**src/rtl/fetch_prefetch_unit.sv**
```systemverilog
// rtl/fetch_prefetch_unit.sv - instruction fetch stage: PC generator, credit-limited imem requests, prefetch FIFO, redirect flush
// Optional FETCH_PERF_CNT_EN adds the perf_starve_cycles counter port.
module fetch_prefetch_unit #(
    parameter int              XLEN       = 32,
    parameter logic [XLEN-1:0] RESET_PC   = '0,
    parameter int              FIFO_DEPTH = 4
) (
    input  logic            clk,
    input  logic            reset,
    output logic            imem_req_valid,
    output logic [XLEN-1:0] imem_req_addr,
    input  logic            imem_req_ready,
    input  logic            imem_rsp_valid,
    input  logic [31:0]     imem_rsp_data,
    input  logic            redirect_valid,
    input  logic [XLEN-1:0] redirect_pc,
    output logic            out_valid,
    input  logic            out_ready,
    output logic [31:0]     out_inst,
`ifdef FETCH_PERF_CNT_EN
    output logic [31:0]     perf_starve_cycles,
`endif
    output logic [XLEN-1:0] out_pc
);

    localparam int PW = $clog2(FIFO_DEPTH);
    localparam int CW = $clog2(FIFO_DEPTH + 1);
    typedef logic [CW-1:0] cnt_t;

    logic [XLEN-1:0] r_fetch_pc;
    logic [XLEN-1:0] r_resp_pc;
    cnt_t            r_count;
    cnt_t            r_inflight;
    cnt_t            r_drop_cnt;
    logic [PW-1:0]   r_wr_ptr;
    logic [PW-1:0]   r_rd_ptr;
    logic [31:0]     r_mem_inst [FIFO_DEPTH];
    logic [XLEN-1:0] r_mem_pc   [FIFO_DEPTH];

    logic [CW:0]     w_used;
    logic            w_req_fire;
    logic            w_drop_active;
    logic            w_push;
    logic            w_pop;
    logic [XLEN-1:0] w_redirect_pc;
    cnt_t            w_inflight_after_rsp;

    // Credit covers FIFO entries plus outstanding requests, so a response always has room.
    assign w_used         = {1'b0, r_count} + {1'b0, r_inflight};
    assign imem_req_valid = !reset && !redirect_valid && (w_used < (CW+1)'(FIFO_DEPTH));
    assign imem_req_addr  = r_fetch_pc;
    assign w_req_fire     = imem_req_valid && imem_req_ready;

    assign w_drop_active  = (r_drop_cnt != '0);
    assign w_push         = imem_rsp_valid && !w_drop_active && !redirect_valid;
    assign out_valid      = (r_count != '0) && !redirect_valid;
    assign w_pop          = out_valid && out_ready;
    assign out_inst       = out_valid ? r_mem_inst[r_rd_ptr] : '0;
    assign out_pc         = out_valid ? r_mem_pc[r_rd_ptr]   : '0;

    assign w_redirect_pc        = redirect_pc & ~XLEN'(3);
    assign w_inflight_after_rsp = r_inflight - cnt_t'(imem_rsp_valid);

    always_ff @(posedge clk or posedge reset) begin
        if (reset) begin
            r_fetch_pc <= RESET_PC;
            r_resp_pc  <= RESET_PC;
            r_count    <= '0;
            r_inflight <= '0;
            r_drop_cnt <= '0;
            r_wr_ptr   <= '0;
            r_rd_ptr   <= '0;
        end else if (redirect_valid) begin
            // Every request still outstanding after this edge belongs to the old path.
            r_fetch_pc <= w_redirect_pc;
            r_resp_pc  <= w_redirect_pc;
            r_count    <= '0;
            r_wr_ptr   <= '0;
            r_rd_ptr   <= '0;
            r_inflight <= w_inflight_after_rsp;
            r_drop_cnt <= w_inflight_after_rsp;
        end else begin
            if (w_req_fire) begin
                r_fetch_pc <= r_fetch_pc + XLEN'(4);
            end
            r_inflight <= w_inflight_after_rsp + cnt_t'(w_req_fire);
            if (imem_rsp_valid) begin
                if (w_drop_active) begin
                    r_drop_cnt <= r_drop_cnt - cnt_t'(1);
                end else begin
                    r_resp_pc <= r_resp_pc + XLEN'(4);
                end
            end
            if (w_push) begin
                r_wr_ptr <= r_wr_ptr + PW'(1);
            end
            if (w_pop) begin
                r_rd_ptr <= r_rd_ptr + PW'(1);
            end
            r_count <= r_count + cnt_t'(w_push) - cnt_t'(w_pop);
        end
    end

    always_ff @(posedge clk) begin
        if (w_push) begin
            r_mem_inst[r_wr_ptr] <= imem_rsp_data;
            r_mem_pc[r_wr_ptr]   <= r_resp_pc;
        end
    end

`ifdef FETCH_PERF_CNT_EN
    logic [31:0] r_perf_starve;

    always_ff @(posedge clk or posedge reset) begin
        if (reset) begin
            r_perf_starve <= '0;
        end else if (out_ready && !out_valid && !redirect_valid && (r_perf_starve != '1)) begin
            r_perf_starve <= r_perf_starve + 32'd1;
        end
    end

    assign perf_starve_cycles = r_perf_starve;
`endif

endmodule

```
**config.mk**
```make
export PLATFORM = sky130hd
export DESIGN_NAME = fetch_prefetch_unit
export DESIGN_NICKNAME = d
export VERILOG_FILES = /design/src/rtl/fetch_prefetch_unit.sv
export SDC_FILE = /design/constraint.sdc
export NUM_CORES = 1
export LEC_CHECK = 0
export ABC_AREA = 1
export CAP_MARGIN = 5
export CORE_MARGIN = 4
export CORE_UTILIZATION = 56
export CTS_CLUSTER_DIAMETER = 60
export DETAILED_ROUTE_END_ITERATION = 8
export GPL_ROUTABILITY_DRIVEN = 1
export PLACE_DENSITY = 0.82
export SYNTH_ARGS = -nofsm -noshare
export SYNTH_HDL_FRONTEND = slang
export SYNTH_SLANG_ARGS = --single-unit
```
**constraint.sdc**
```tcl
create_clock -name clk -period 6.1 [get_ports clk]
set_input_delay 1.22 -clock clk [delete_from_list [all_inputs] [get_ports clk]]
set_output_delay 1.22 -clock clk [all_outputs]
set_load 0.01 [all_outputs]
```
# After elaboration in Yosys (flattened, before gate mapping)
# Memory sizes are Yosys's and may differ from the RTL's.
# Index checks and enable logic that the tools add are counted.
# Widths: inputs -> output; s select.
word_totals:
  ff_bits: 77
  latch_bits: 0
  mem_bits_rw: 256
  romBits: 0
  inputBits: 70
  out_inout_bits: 98
  elab_cells: 58
  mem_count: 2
classes:
  n_addsub: 10
  mul: 0
  div_mod_pow: 0
  order_cmp: 1
  n_eq_ne: 1
  shifts: 0
  n_mux: 18
  bitwise_logic: 0
  n_reduce_logical: 19
mem_list:
  columns: ["memory", "words", "word_bits", "rd", "rd_clocked_by_memory_dff", "wr", "line", "text"]
  rows:
  - ["r_mem_inst", 4, 32, 1, 0, 1, "37", "logic [31:0] r_mem_inst [FIFO_DEPTH];"]
  - ["r_mem_pc", 4, 32, 1, 0, 1, "38", "logic [XLEN-1:0] r_mem_pc [FIFO_DEPTH];"]
ops:
  columns: ["cell", "n"]
  rows:
  - ["$mux 32", 7]
  - ["$add 32x3->32 const B", 2]
  - ["$mux 3", 5]
  - ["$reduce_bool 2->1", 5]
  - ["$mux 2", 4]
  - ["$logic_and 1x1->1", 7]
  - ["$add 3x1->3", 2]
  - ["$reduce_bool 3->1", 2]
  - ["$sub 3x1->3", 2]
  - ["$add 2x1->2 const B", 2]
  - ["$add 3x3->4", 1]
  - ["$lt 4x3->1 const B", 1]
  - ["$reduce_and 2->1", 2]
  - ["$logic_not 1->1", 3]
  - ["$sub 3x1->3 const B", 1]
  - ["$mux 1", 2]
  - ["$ne 2x2->1 const B", 1]

# Depth between registers and ports, before layout
# Gate-level depths: netlist of the first run.
depth:
  depth_word: 7
  depth_mapped: 13
  ltp_nobuf: 12

# Worst setup path after synthesis of the first run
# No wires, ideal clock.
synth_path:
  path_kind: "input-to-reg"
  from: "input imem_rsp_valid"
  to: "memory r_mem_inst[0][0] (enable)"
  t_arrival_ns: 4.417
  t_required_ns: 5.618
  slack_ns: 1.201
  cell_stages: 5
  path_buffers: 1
  path_cell_list: "nand3_1 > nor2_2 > inv_1 > buf_2 > nor2_1"
synth_between:
  elab_chain_cells: 4
synth_rtl:
  columns: ["item", "line", "text"]
  rows:
  - ["start: declaration", "13", "input logic imem_rsp_valid,"]
  - ["$logic_and 1x1->1 (2 in a row)", "55", "assign w_push = imem_rsp_valid && !w_drop_active && !redirect_valid;"]
  - ["$mux 1", "105", "if (w_push) begin"]
  - ["$mux 1 (not written as such)", "106", "r_mem_inst[r_wr_ptr] <= imem_rsp_data;"]
  - ["end: declaration", "37", null]
# No other way between the ends.

# Final worst setup path of the first run
layout_path:
  from: "register r_rd_ptr[0]"
  to: "output out_pc[23]"
layout_between:
  elab_chain_cells: 2
layout_rtl:
  columns: ["item", "line", "text"]
  rows:
  - ["start: declaration", "36", "logic [PW-1:0] r_rd_ptr;"]
  - ["start signal: assignment", "98", "r_rd_ptr <= r_rd_ptr + PW'(1);"]
  - ["$mem_v2 4x32", null, null]
  - ["$mux 32", "59", "assign out_pc = out_valid ? r_mem_pc[r_rd_ptr] : '0;"]
  - ["end: declaration", "23", "output logic [XLEN-1:0] out_pc"]
# No other way between the ends.

==> flow_summary.rst, run 1 <==
.. list-table::
   :header-rows: 1

   * - Metric
     - Value
   * - Total routing usage reported by global routing
     - 23.9%
   * - H-Tree Depth
     - 1
   * - Part of the cycle the worst path needs
     - 75.7%
   * - Worst setup EP type
     - output port
   * - Die area
     - 28600 µm²
   * - Critical hold path startpoint
     - r_drop_cnt[0]
   * - Part of the power in the clock network
     - 30.1%
   * - Sequential cell area fraction in the yosys report
     - 63.9%
   * - Setup Viol. Count Final
     - 0
   * - Number of vias per cell
     - 5.64
   * - Actual transition at the worst max-transition pin
     - 0.979 ns
   * - Number of input and output port buffers inserted
     - 161
   * - Number of standard cells in the layout, taps in and fillers out
     - 1969
   * - Crit start category
     - register
   * - 1st-iter DRT viols
     - 910
   * - Cell with the most instances after synthesis
     - nor2_1
   * - Placed insts
     - 1911
   * - Count of final max-slew check failures
     - 0
   * - Power after layout
     - 6.27 mW
   * - Yosys reg bits
     - 321
   * - Post-Route WL
     - 34800 µm
   * - DRT antenna net count
     - 0
   * - Final antenna diode count
     - 0
   * - Post-layout minimum cycle time
     - 4.62 ns
   * - Fraction of post-synthesis cell area in the top cell type by area
     - 51.3%
   * - Hpwl dp
     - 21800 µm
   * - Launching element of the worst setup path
     - r_rd_ptr[0]
   * - Clock sink total
     - 321
   * - Number of buffers on the longest clock path
     - 3
   * - Smallest hold slack
     - 0.543 ns
   * - CTS hold repair buffers
     - 0
   * - Fraction of layout cells with a size suffix above 1
     - 5.06%
   * - Top cells by area, synth
     - edfxtp_1 (51%), dfrtp_1 (13%), nor2_1 (8.4%)
   * - Register share of total power
     - 44.1%
   * - Later-pin clock latency in the skew report
     - 0.55 ns
   * - Worst-path clk slew
     - 0.06 ns
   * - Data required time at the worst endpoint
     - 4.88 ns
   * - Drt pass-1 iters
     - 5
   * - Top FF cell, synth
     - edfxtp_1
   * - NetSw
     - 1.97 mW
   * - Floorplan row count
     - 58
   * - Cell at the root of the clock tree
     - clkbuf_16
   * - Final nets
     - 1701
   * - Setup TNS
     - 0 ns
   * - First-pass GRT wire length
     - 55200 µm
   * - Worst reg2reg setup slack
     - 3.16 ns
   * - Share of synthesized registers carrying an async set or reset
     - 22.7%
   * - Number of cells on the worst hold path
     - 2
   * - Number of synthesis warnings
     - 0
   * - Maximum clock rate
     - 0.216 GHz
   * - Critical Path Fanout Max
     - 48
   * - PwrDens
     - 359 nW/µm²
   * - Post-Synthesis Mean Instance Area
     - 9.88 µm²
   * - Count of different cell masters after synthesis
     - 38
   * - Maximum number of pins on one net before global-route repair
     - 89
   * - Post-route cell area
     - 17400 µm²
   * - WHS Endpoint
     - r_drop_cnt[0]
   * - Layout area overhead
     - 20.2%
   * - Initial standard-cell utilization of the core
     - 57.3%
   * - Final RePlAce weighted congestion
     - 0.911
   * - Maximum resistive drop on vdd
     - 0.000326 V
   * - R2r startpoint
     - r_drop_cnt[0]
   * - RSZ-0062 raised after global routing
     - false
   * - Outcome
     - completed
   * - Net switching share of the total power
     - 31.4%
   * - Internal power consumption
     - 4.30 mW
   * - Count of instances resized after the clock tree is built
     - 0
   * - Reported max-cap violation count
     - 0
   * - Number of vias after detailed routing
     - 11100
   * - Height of the die
     - 169 µm
   * - Mapped cell area
     - 14500 µm²
   * - Number of setup buffers added after CTS
     - 0
   * - Largest area contributor in the synthesized netlist
     - edfxtp_1
   * - Data arrival time of the worst path
     - 3.40 ns
   * - Reported leakage power
     - 6.56 nW
   * - TritonCTS clock tree
     - yes
   * - Die Span X
     - 169 µm
   * - Worst min-delay path category
     - reg2reg
   * - CP Class
     - reg2out
   * - Core Box Area
     - 25300 µm²
   * - Count of pins on the block boundary
     - 168
   * - Skew final
     - 0.0166 ns
   * - Grt total ovfl
     - 0
   * - Post-Synthesis Cells
     - 1469
   * - Endpoints failing hold
     - 0
   * - Via count of the first global-routing pass
     - 10700
   * - Commonest cells post-synth
     - nor2_1 (325), nand2_1 (250), edfxtp_1 (248)
   * - Number of enable-type register cells in the synthesized netlist
     - 248
   * - WL/cell
     - 17.7 µm
   * - Portion of total power attributed to combinational logic
     - 25.8%
   * - Worst Reg2Reg Path Length in Cells
     - 8
   * - Slew Limit Headroom
     - 34.7%
   * - Number of clock buffers inserted by TritonCTS
     - 31
   * - Initial antenna violation count
     - 0
   * - Worst flop-to-flop path endpoint
     - r_mem_inst[2][30]
   * - Remaining DRCs
     - 0
   * - Post-place instance area
     - 16400 µm²
==> per-stage QoR <==
step	utilization (%)	setup slack [ns]
2_1_floorplan	-	1.20
3_3_place_gp	64.9	1.93
3_5_place_dp	64.9	1.95
4_1_cts	68.9	1.45
5_1_grt	68.9	1.28
6_report	68.9	1.48
==> kinds of logic (layout without fill, tap and decap cells) <==
logic type	after synthesis	in the layout	share of synthesized area [%]
DFF	321	321	63.9
other	1	4	0.0258
adders and majority gates	17	17	1.52
xor gates and xnor gates	21	21	1.27
buffers and inverters	154	321	4.36
AOI/OAI and AO/OA	261	261	9.46
and+or+nand+nor	694	694	19.5
==> worst max-delay path, cell delays in order (launching register included) <==
cell	delay (ns)
dfrtp_4	0.66
inv_2	0.60
buf_4	0.52
o21ai_0	0.23
a21oi_1	0.22
clkdlybuf4s50_1	0.58
==> how the worst max path moves through the flow <==
stage | to | slack [ns] | depth (start not counted)
3_5_place_dp | out_pc[4] | 1.95 | 6
5_1_grt | out_pc[23] | 1.28 | 5
2_1_floorplan | r_mem_inst[0][0] | 1.20 | 5
6_report | out_pc[23] | 1.48 | 5
3_3_place_gp | out_pc[4] | 1.93 | 6
4_1_cts | out_pc[23] | 1.45 | 5
==> cell usage in the layout, fill, tap and decap left out, types with 2 or more instances in the layout <==
cell type	synthesis	routed
nor2_1	325	321
nand2_1	250	249
edfxtp_1	248	248
clkdlybuf4s50_1	0	160
o21ai_0	153	153
a21oi_1	82	82
inv_1	80	79
nand3_1	74	74
dfrtp_1	73	71
clkbuf_16	0	31
nand4_1	19	19
ha_1	16	16
buf_4	4	13
xor2_1	11	11
nor3_1	11	11
xnor2_1	10	10
o21bai_1	10	10
clkbuf_1	35	9
o211ai_1	8	8
clkinv_1	2	7
nor2_2	6	6
nor2_4	1	5
inv_2	3	4
conb_1	1	4
bufinv_16	0	4
clkinv_2	0	4
buf_12	0	3
and3_1	2	2
o311ai_0	2	2
o221ai_1	2	2
clkinv_4	1	2
nand3b_1	2	2
nand2_4	2	2
inv_6	0	2
clkinvlp_4	0	2
==> area by class of cell <==
class                   instances  area, µm²
clock buffers                  40        810
clock inverters                18        200
fillers                      1810       7880
inverters                      86        328
multi-input cells             997       4650
flip-flops and latches        321       9280
well taps                     330        413
repair buffers                177       1760
==> power groups by stage <==
stage | registers [mW] | logic [mW] | clock network, mW
after floorplan | 2.73 | 0.981 | 0
after global placement | 2.79 | 1.56 | 0
after detailed placement | 2.80 | 1.61 | 0
after CTS | 2.76 | 1.62 | 1.90
after global routing | 2.79 | 1.80 | 2.01
final | 2.77 | 1.62 | 1.89
==> flip-flops by register name, indices dropped and copies added, names as in the netlist <==
name and count:
r_wr_ptr 2, r_mem_pc 120, r_inflight 3, r_resp_pc 30
r_mem_inst 128, r_rd_ptr 2, r_count 3, imem_req_addr 30
r_drop_cnt 3
==> routing by layer <==
metal | global-route usage [%] | routed length, µm | up-vias | share of wire, %
met5 | 0 | 0 | - | 0
met4 | 5.81 | 604 | 0 | 1.7
met3 | 3.32 | 2870 | 60 | 8.2
met2 | 40.5 | 16900 | 466 | 49
met1 | 33.2 | 14400 | 5312 | 41
li1 | - | - | 5274 | -
Note: power is estimated with default switching activity, not from simulation.
==> inputs of run 2 (changes only) <==
--- a/config.mk
+++ b/config.mk
@@ -8,11 +8,11 @@
 export ABC_AREA = 1
 export CAP_MARGIN = 5
 export CORE_MARGIN = 4
-export CORE_UTILIZATION = 56
+export CORE_UTILIZATION = 51
 export CTS_CLUSTER_DIAMETER = 60
 export DETAILED_ROUTE_END_ITERATION = 8
 export GPL_ROUTABILITY_DRIVEN = 1
-export PLACE_DENSITY = 0.82
+export PLACE_DENSITY = 0.79
 export SYNTH_ARGS = -nofsm -noshare
 export SYNTH_HDL_FRONTEND = slang
 export SYNTH_SLANG_ARGS = --single-unit
==> constraint.sdc (replaced) <==
create_clock -name clk -period 3.9 [get_ports clk]
set_input_delay 0.78 -clock clk [delete_from_list [all_inputs] [get_ports clk]]
set_output_delay 0.78 -clock clk [all_outputs]
set_load 0.01 [all_outputs]
==> run 2 against run 1 <==
Critical path depth rose by 1. Combinational power grew 61%. First-iteration DRC count is 4.2% higher. Global-route usage shrank 1.5 points. Largest cell class unchanged. Clock skew is 0.0041 ns higher. Register-to-register slack got worse by 1.8 ns.
==> flow_summary.rst, run 2 (synthesized netlist as in run 1, its figures left out) <==
.. list-table::
   :header-rows: 1

   * - Metric
     - Value
   * - Part of the cycle the worst path needs
     - 92.3%
   * - Commonest non-fill, non-tap cells in the layout
     - nor2_1 (321), nand2_1 (249), edfxtp_1 (248)
   * - Post-layout minimum cycle time
     - 3.60 ns
   * - Data required time at the worst endpoint
     - 3.12 ns (-1.76 ns)
   * - Top Registers
     - r_mem_inst (128), r_mem_pc (120)
   * - Endpoints failing hold
     - 0 (unchanged)
   * - NetSw
     - 3.16 mW (+61%)
   * - Number of vias after detailed routing
     - 11100 (-0.072%)
   * - PwrDens
     - 570 nW/µm² (+59%)
   * - Hpwl dp
     - 22400 µm (+2.7%)
   * - DRT antenna net count
     - 0 (unchanged)
   * - Post-Route WL
     - 35600 µm (+2.4%)
   * - Final nets
     - 1712 (+0.65%)
   * - Data arrival time of the worst path
     - 2.82 ns (-0.58 ns)
   * - Floorplan row count
     - 61 (+5.2%)
   * - Cell at the root of the clock tree
     - clkbuf_16
   * - CP Class
     - reg2out
   * - Count of instances resized after the clock tree is built
     - 0 (unchanged)
   * - Register share of total power
     - 42.6% (-1.5 points)
   * - Worst-path clk slew
     - 0.06 ns (about the same)
   * - Later-pin clock latency in the skew report
     - 0.52 ns (-0.03 ns)
   * - Layout area overhead
     - 21.7%
   * - Die area
     - 31200 µm² (+9.3%)
   * - Area of all sequential standard cells
     - 9280 µm² (unchanged)
   * - Height of the die
     - 177 µm (+4.6%)
   * - Maximum clock rate
     - 0.278 GHz
   * - Register with the highest flop count
     - r_mem_inst
   * - Area of the multi-input gates
     - 4650 µm² (unchanged)
   * - CTS hold repair buffers
     - 0 (unchanged)
   * - Maximum resistive drop on vdd
     - 0.000275 V (-16%)
   * - Fillers
     - 2198 (+21%)
   * - Number of buffers on the longest clock path
     - 3 (unchanged)
   * - Crit start category
     - register
   * - Initial standard-cell utilization of the core
     - 52.0% (-5.4 points)
   * - Via count of the first global-routing pass
     - 10900 (+2.1%)
   * - WL/cell
     - 17.5 µm (-0.63%)
   * - Initial antenna violation count
     - 0 (unchanged)
   * - Critical Path Fanout Max
     - 47 (-2.1%)
   * - Die Span X
     - 177 µm (+4.6%)
   * - 1st-iter DRT viols
     - 948 (+4.2%)
   * - TritonCTS clock tree
     - yes
   * - Worst min-delay path category
     - reg2reg
   * - First-pass GRT wire length
     - 56200 µm (+1.8%)
   * - Flip-flop count of the largest register after layout
     - 128 (unchanged)
   * - Core Box Area
     - 27900 µm² (+10%)
   * - Final antenna diode count
     - 0 (unchanged)
   * - Number of vias per cell
     - 5.48 (-3.0%)
   * - Portion of total power attributed to combinational logic
     - 25.9% (about the same)
   * - Reported max-cap violation count
     - 0 (unchanged)
   * - Worst slack after detailed placement
     - 0.717 ns (-1.24 ns)
   * - Fraction of layout cells with a size suffix above 1
     - 5.70% (+0.63 points)
   * - Number of input and output port buffers inserted
     - 161 (unchanged)
   * - Least setup slack across all paths after layout
     - 0.299 ns (-1.18 ns)
   * - Actual transition at the worst max-transition pin
     - 0.979 ns (-0.000330 ns)
   * - Worst setup EP type
     - output port
   * - Number of setup buffers added after CTS
     - 0 (unchanged)
   * - H-Tree Depth
     - 2 (+1)
   * - Reported leakage power
     - 6.65 nW (+1.4%)
   * - Maximum number of pins on one net before global-route repair
     - 127 (+43%)
   * - Remaining DRCs
     - 0 (unchanged)
   * - Clock sink total
     - 321 (unchanged)
   * - Count of final max-slew check failures
     - 0 (unchanged)
   * - Total routing usage reported by global routing
     - 22.4% (-1.5 points)
   * - Setup Viol. Count Final
     - 0 (unchanged)
   * - Most common library cell in the layout ignoring fill and taps
     - nor2_1
   * - Number of clock buffers inserted by TritonCTS
     - 34 (+9.7%)
   * - Core occupancy in the finished layout
     - 63.2% (-5.7 points)
   * - Drt pass-1 iters
     - 5 (unchanged)
   * - Grt total ovfl
     - 0 (unchanged)
   * - Part of the power in the clock network
     - 31.5% (+1.4 points)
   * - Internal power consumption
     - 6.90 mW (+60%)
   * - Slew Limit Headroom
     - 34.8% (about the same)
   * - Count of pins on the block boundary
     - 168 (unchanged)
   * - Final RePlAce weighted congestion
     - 0.929 (+1.9%)
   * - Outcome
     - completed
   * - Power after layout
     - 10.1 mW (+61%)
   * - RSZ-0062 raised after global routing
     - false
   * - Net switching share of the total power
     - 31.4% (+0.043 points)
   * - Skew final
     - 0.0207 ns (+0.00410 ns)
   * - Smallest hold slack
     - 0.519 ns (-0.0232 ns)
## run 2: per-layer routing
| metal | routed length, µm | vias to the layer above | GRT usage [%] |
|---|---|---|---|
| li1 | - | 5291 | - |
| met1 | 14800 | 5241 | 30.6 |
| met2 | 17000 | 512 | 37.4 |
| met3 | 3030 | 60 | 3.97 |
| met4 | 731 | 0 | 6.25 |
| met5 | 0 | - | 0 |
## run 2: through the flow
step	setup TNS [ns]	instances	instance area, µm²
4_1_cts	0	2028	17700
5_1_grt	0	2028	17700
3_3_place_gp	0	1967	16600
6_report	0	2028	17700
2_1_floorplan	-138.59	1472	14500
3_5_place_dp	0	1967	16600
## run 2: final timing paths
check / to / startpoint / depth (start not counted) / slack [ns]
max in group asynchronous: r_rd_ptr[0] / reset / 3 / 2.24
setup / recovery: out_pc[15] / r_rd_ptr[1] / 6 / 0.30
setup reg to reg: r_inflight[2] / r_count[1] / 11 / 1.36
min in group asynchronous: r_drop_cnt[2] / reset / 3 / 0.94
hold / removal: r_drop_cnt[0] / r_drop_cnt[0] / 2 / 0.52
hold reg to reg: r_drop_cnt[0] / r_drop_cnt[0] / 2 / 0.52
## run 2: final cells by class
type / instances / area share, %
repair buffers: 185 / 10.3
clock buffers: 41 / 5.14
multi-input cells: 997 / 26.3
flip-flops and latches: 321 / 52.5
clock inverters: 20 / 1.11
inverters: 86 / 1.86
well taps: 378 / 2.68
## run 2: power groups by stage
| stage | Combinational, mW | Clock, mW | Sequential [mW] |
|---|---|---|---|
| finish | 2.61 | 3.17 | 4.29 |
| floorplan | 1.53 | 0 | 4.26 |
| global route | 2.91 | 3.37 | 4.32 |
| global placement | 2.54 | 0 | 4.33 |
| CTS | 2.63 | 3.22 | 4.28 |
| detailed placement | 2.61 | 0 | 4.34 |
## run 2: critical path: stages, from the launching register on
cell and delay [ns]:
dfrtp_2 0.64, inv_2 0.29, buf_12 0.27, nor2_1 0.12
o21ai_0 0.08, a21oi_1 0.28, clkdlybuf4s50_1 0.60
==> inputs of run 3 (changes only) <==
--- a/config.mk
+++ b/config.mk
@@ -8,11 +8,12 @@
 export ABC_AREA = 1
 export CAP_MARGIN = 5
 export CORE_MARGIN = 4
-export CORE_UTILIZATION = 51
+export CORE_UTILIZATION = 56
 export CTS_CLUSTER_DIAMETER = 60
 export DETAILED_ROUTE_END_ITERATION = 8
 export GPL_ROUTABILITY_DRIVEN = 1
-export PLACE_DENSITY = 0.79
+export GPL_TIMING_DRIVEN = 0
+export PLACE_DENSITY = 0.8
 export SYNTH_ARGS = -nofsm -noshare
 export SYNTH_HDL_FRONTEND = slang
 export SYNTH_SLANG_ARGS = --single-unit
==> constraint.sdc (replaced) <==
create_clock -name clk -period 3.55 [get_ports clk]
set_input_delay 0.71 -clock clk [delete_from_list [all_inputs] [get_ports clk]]
set_output_delay 0.71 -clock clk [all_outputs]
set_load 0.01 [all_outputs]
==> run 3 against run 2 <==
Final cell count rose by 0.15%. Clock-buffer cell count down 2. Utilization increased by 7.4 points. Sequential share of layout area fell by 0.67 points. Worst setup slack got worse by 0.18 ns. Via count grew 3.4%. Design area grew 1.2%. Register-to-register slack got worse by 0.93 ns. Sequential cell count unchanged. Wire length up 7.1%. Critical path type unchanged. Highest routed layer unchanged.
==> flow_summary.rst, run 3 (synthesized netlist as in run 1, its figures left out) <==
.. list-table::
   :header-rows: 1

   * - Metric
     - Value
   * - Reported max-cap violation count
     - 0 (unchanged)
   * - Number of clock buffers inserted by TritonCTS
     - 31 (-8.8%)
   * - Worst-path clk slew
     - 0.06 ns (about the same)
   * - Clock sink total
     - 321 (unchanged)
   * - Die area
     - 28600 µm² (-8.5%)
   * - Actual transition at the worst max-transition pin
     - 0.982 ns (+0.00317 ns)
   * - Later-pin clock latency in the skew report
     - 0.55 ns (+0.03 ns)
   * - Count of final max-slew check failures
     - 0 (unchanged)
   * - Number of standard cells in the layout, taps in and fillers out
     - 2031 (+0.15%)
   * - Worst setup EP type
     - output port
   * - Floorplan row count
     - 58 (-4.9%)
   * - Maximum clock rate
     - 0.292 GHz
   * - Flip-flop count of the largest register after layout
     - 128 (unchanged)
   * - Height of the die
     - 169 µm (-4.4%)
   * - Count of pins on the block boundary
     - 168 (unchanged)
   * - Part of the cycle the worst path needs
     - 96.6%
   * - CTS hold repair buffers
     - 0 (unchanged)
   * - Area of the multi-input gates
     - 4660 µm² (+0.11%)
   * - Number of vias per cell
     - 5.65 (+3.2%)
   * - Cell at the root of the clock tree
     - clkbuf_16
   * - Number of cells on the worst hold path
     - 2 (unchanged)
   * - Worst min-delay path category
     - reg2reg
   * - WL/cell
     - 18.8 µm (+7.0%)
   * - 1st-iter DRT viols
     - 1189 (+25%)
   * - Smallest hold slack
     - 0.528 ns (+0.00863 ns)
   * - Largest delay contributor family on the critical path
     - buffers and inverters
   * - Endpoints failing hold
     - 0 (unchanged)
   * - Core occupancy in the finished layout
     - 70.6% (+7.4 points)
   * - Hpwl dp
     - 26100 µm (+16%)
   * - Most common library cell in the layout ignoring fill and taps
     - nor2_1
   * - Area of all sequential standard cells
     - 9270 µm² (about the same)
   * - Post-Route WL
     - 38100 µm (+7.1%)
   * - Commonest non-fill, non-tap cells in the layout
     - nor2_1 (321), nand2_1 (250), edfxtp_1 (248)
   * - DRT antenna net count
     - 0 (unchanged)
   * - Maximum number of pins on one net before global-route repair
     - 38 (-70%)
   * - First-pass GRT wire length
     - 59800 µm (+6.3%)
   * - Data arrival time of the worst path
     - 2.72 ns (-0.10 ns)
   * - Post-route cell area
     - 17900 µm² (+1.2%)
   * - Setup TNS
     - 0 ns (unchanged)
   * - Maximum resistive drop on vdd
     - 0.000408 V (+48%)
   * - Depth of the critical timing path with buffers and inverters included
     - 8 (+2)
   * - TritonCTS clock tree
     - yes
   * - PwrDens
     - 624 nW/µm² (+9.4%)
   * - Via count of the first global-routing pass
     - 11200 (+2.3%)
   * - Worst Reg2Reg Path Length in Cells
     - 9 (-2)
   * - Worst slack after detailed placement
     - -0.685 ns (-1.40 ns)
   * - Outcome
     - completed
   * - Reported leakage power
     - 6.77 nW (+1.7%)
   * - Grt total ovfl
     - 0 (unchanged)
   * - Die Span X
     - 169 µm (-4.4%)
   * - CP Class
     - reg2out
   * - Register with the highest flop count
     - r_mem_inst
   * - Remaining DRCs
     - 0 (unchanged)
   * - Number of buffers on the longest clock path
     - 3 (unchanged)
   * - CP peak stage delay
     - 0.61 ns (-0.03 ns)
   * - Setup Viol. Count Final
     - 0 (unchanged)
   * - Final nets
     - 1763 (+3.0%)
   * - Slew Limit Headroom
     - 34.2% (-0.57 points)
   * - Library cell contributing the largest single delay on the critical path
     - clkdlybuf4s50_1
   * - Top Registers
     - r_mem_inst (128), r_mem_pc (120)
   * - Drt pass-1 iters
     - 6 (+1)
   * - Fillers
     - 1806 (-18%)
   * - Skew final
     - 0.0155 ns (-0.00520 ns)
   * - H-Tree Depth
     - 1 (-1)
   * - Buffers and inverters on the worst path
     - 4 (+1)
   * - Post-layout minimum cycle time
     - 3.43 ns
   * - Initial standard-cell utilization of the core
     - 57.3% (+5.4 points)
   * - Crit start category
     - register
   * - Number of input and output port buffers inserted
     - 160 (-0.62%)
   * - Layout area overhead
     - 23.2%
   * - Initial antenna violation count
     - 0 (unchanged)
   * - Final RePlAce weighted congestion
     - 1.00 (+7.6%)
   * - Number of vias after detailed routing
     - 11500 (+3.4%)
   * - Post-place instance area
     - 16800 µm² (+1.3%)
   * - Power after layout
     - 11.2 mW (+11%)
   * - Fraction of layout cells with a size suffix above 1
     - 6.82% (+1.1 points)
   * - Critical Path Fanout Max
     - 10 (-79%)
   * - Cells traversed along the worst timing path
     - buf_4 > buf_2 > buf_2 > nor2_1 > nor2_1 > o21ai_0 > a21oi_1 > clkdlybuf4s50_1
   * - Placed insts
     - 1971 (+0.20%)
   * - Core Box Area
     - 25300 µm² (-9.3%)
   * - Total routing usage reported by global routing
     - 26.5% (+4.1 points)
   * - Least setup slack across all paths after layout
     - 0.122 ns (-0.177 ns)
   * - Data required time at the worst endpoint
     - 2.84 ns (-0.28 ns)
==> run 3: cell count changes in the layout (fill, tap and decap cells not counted), moves of 3 or more <==
cell | previous run | this run
buf_1 | 0 | 8
buf_12 | 3 | 6
buf_16 | 0 | 3
buf_2 | 1 | 15
buf_4 | 21 | 6
clkbuf_1 | 5 | 29
clkbuf_16 | 35 | 31
clkbuf_2 | 0 | 12
clkbuf_4 | 0 | 4
clkinv_1 | 11 | 6
inv_6 | 0 | 3
==> run 3: report_power, final <==
group | switching (mW) | leakage [nW] | internal [mW]
sequential | 0.322 | 3.12 | 4.37
combinational | 1.88 | 3.14 | 1.21
clock | 1.38 | 0.500 | 1.99
==> run 3: worst reg2reg max path: cells and delay by family (launching register included) <==
kind                       cells  cell delay, ns
adders and majority gates      1            0.18
DFF                            1            0.39
buffers and inverters          5            0.93
and+or+nand+nor                3            1.29
==> run 3: timing repair <==
action | 4_1_cts | 5_1_grt
gates cloned | 1 | 0
buffers inserted | 1 | 0
endpoints found under the setup margin | 41 | 24
gates resized for setup | 9 | 27
==> run 3: layer usage <==
| metal | vias up | track usage, % | share of wire [%] | wire (µm) |
|---|---|---|---|---|
| met1 | 5393 | 36.0 | 39 | 15000 |
| met3 | 84 | 3.41 | 8.9 | 3380 |
| li1 | 5402 | - | - | - |
| met2 | 602 | 45.0 | 49 | 18700 |
| met4 | 0 | 8.47 | 2.7 | 1040 |
| met5 | - | 0 | 0 | 0 |
==> run 3: worst paths after layout <==
path / from / end / slack [ns]
min in group asynchronous: reset / r_inflight[1] / 0.73
max reg2reg: r_drop_cnt[0] / r_mem_pc[2][20] / 0.43
max in group asynchronous: reset / imem_req_addr[24] / 2.23
min: r_drop_cnt[0] / r_drop_cnt[0] / 0.53
max: r_rd_ptr[0] / out_pc[2] / 0.12
min reg2reg: r_drop_cnt[0] / r_drop_cnt[0] / 0.53
==> run 3: layout make-up <==
cell class	count	area share [%]
diodes	1	0.0140
inverters	86	1.87
flip-flops and latches	321	51.9
repair buffers	170	10.1
repair inverters	1	0.0280
multi-input cells	997	26.1
clock inverters	18	1.27
plain buffers	68	1.89
clock buffers	39	4.56
well taps	330	2.31
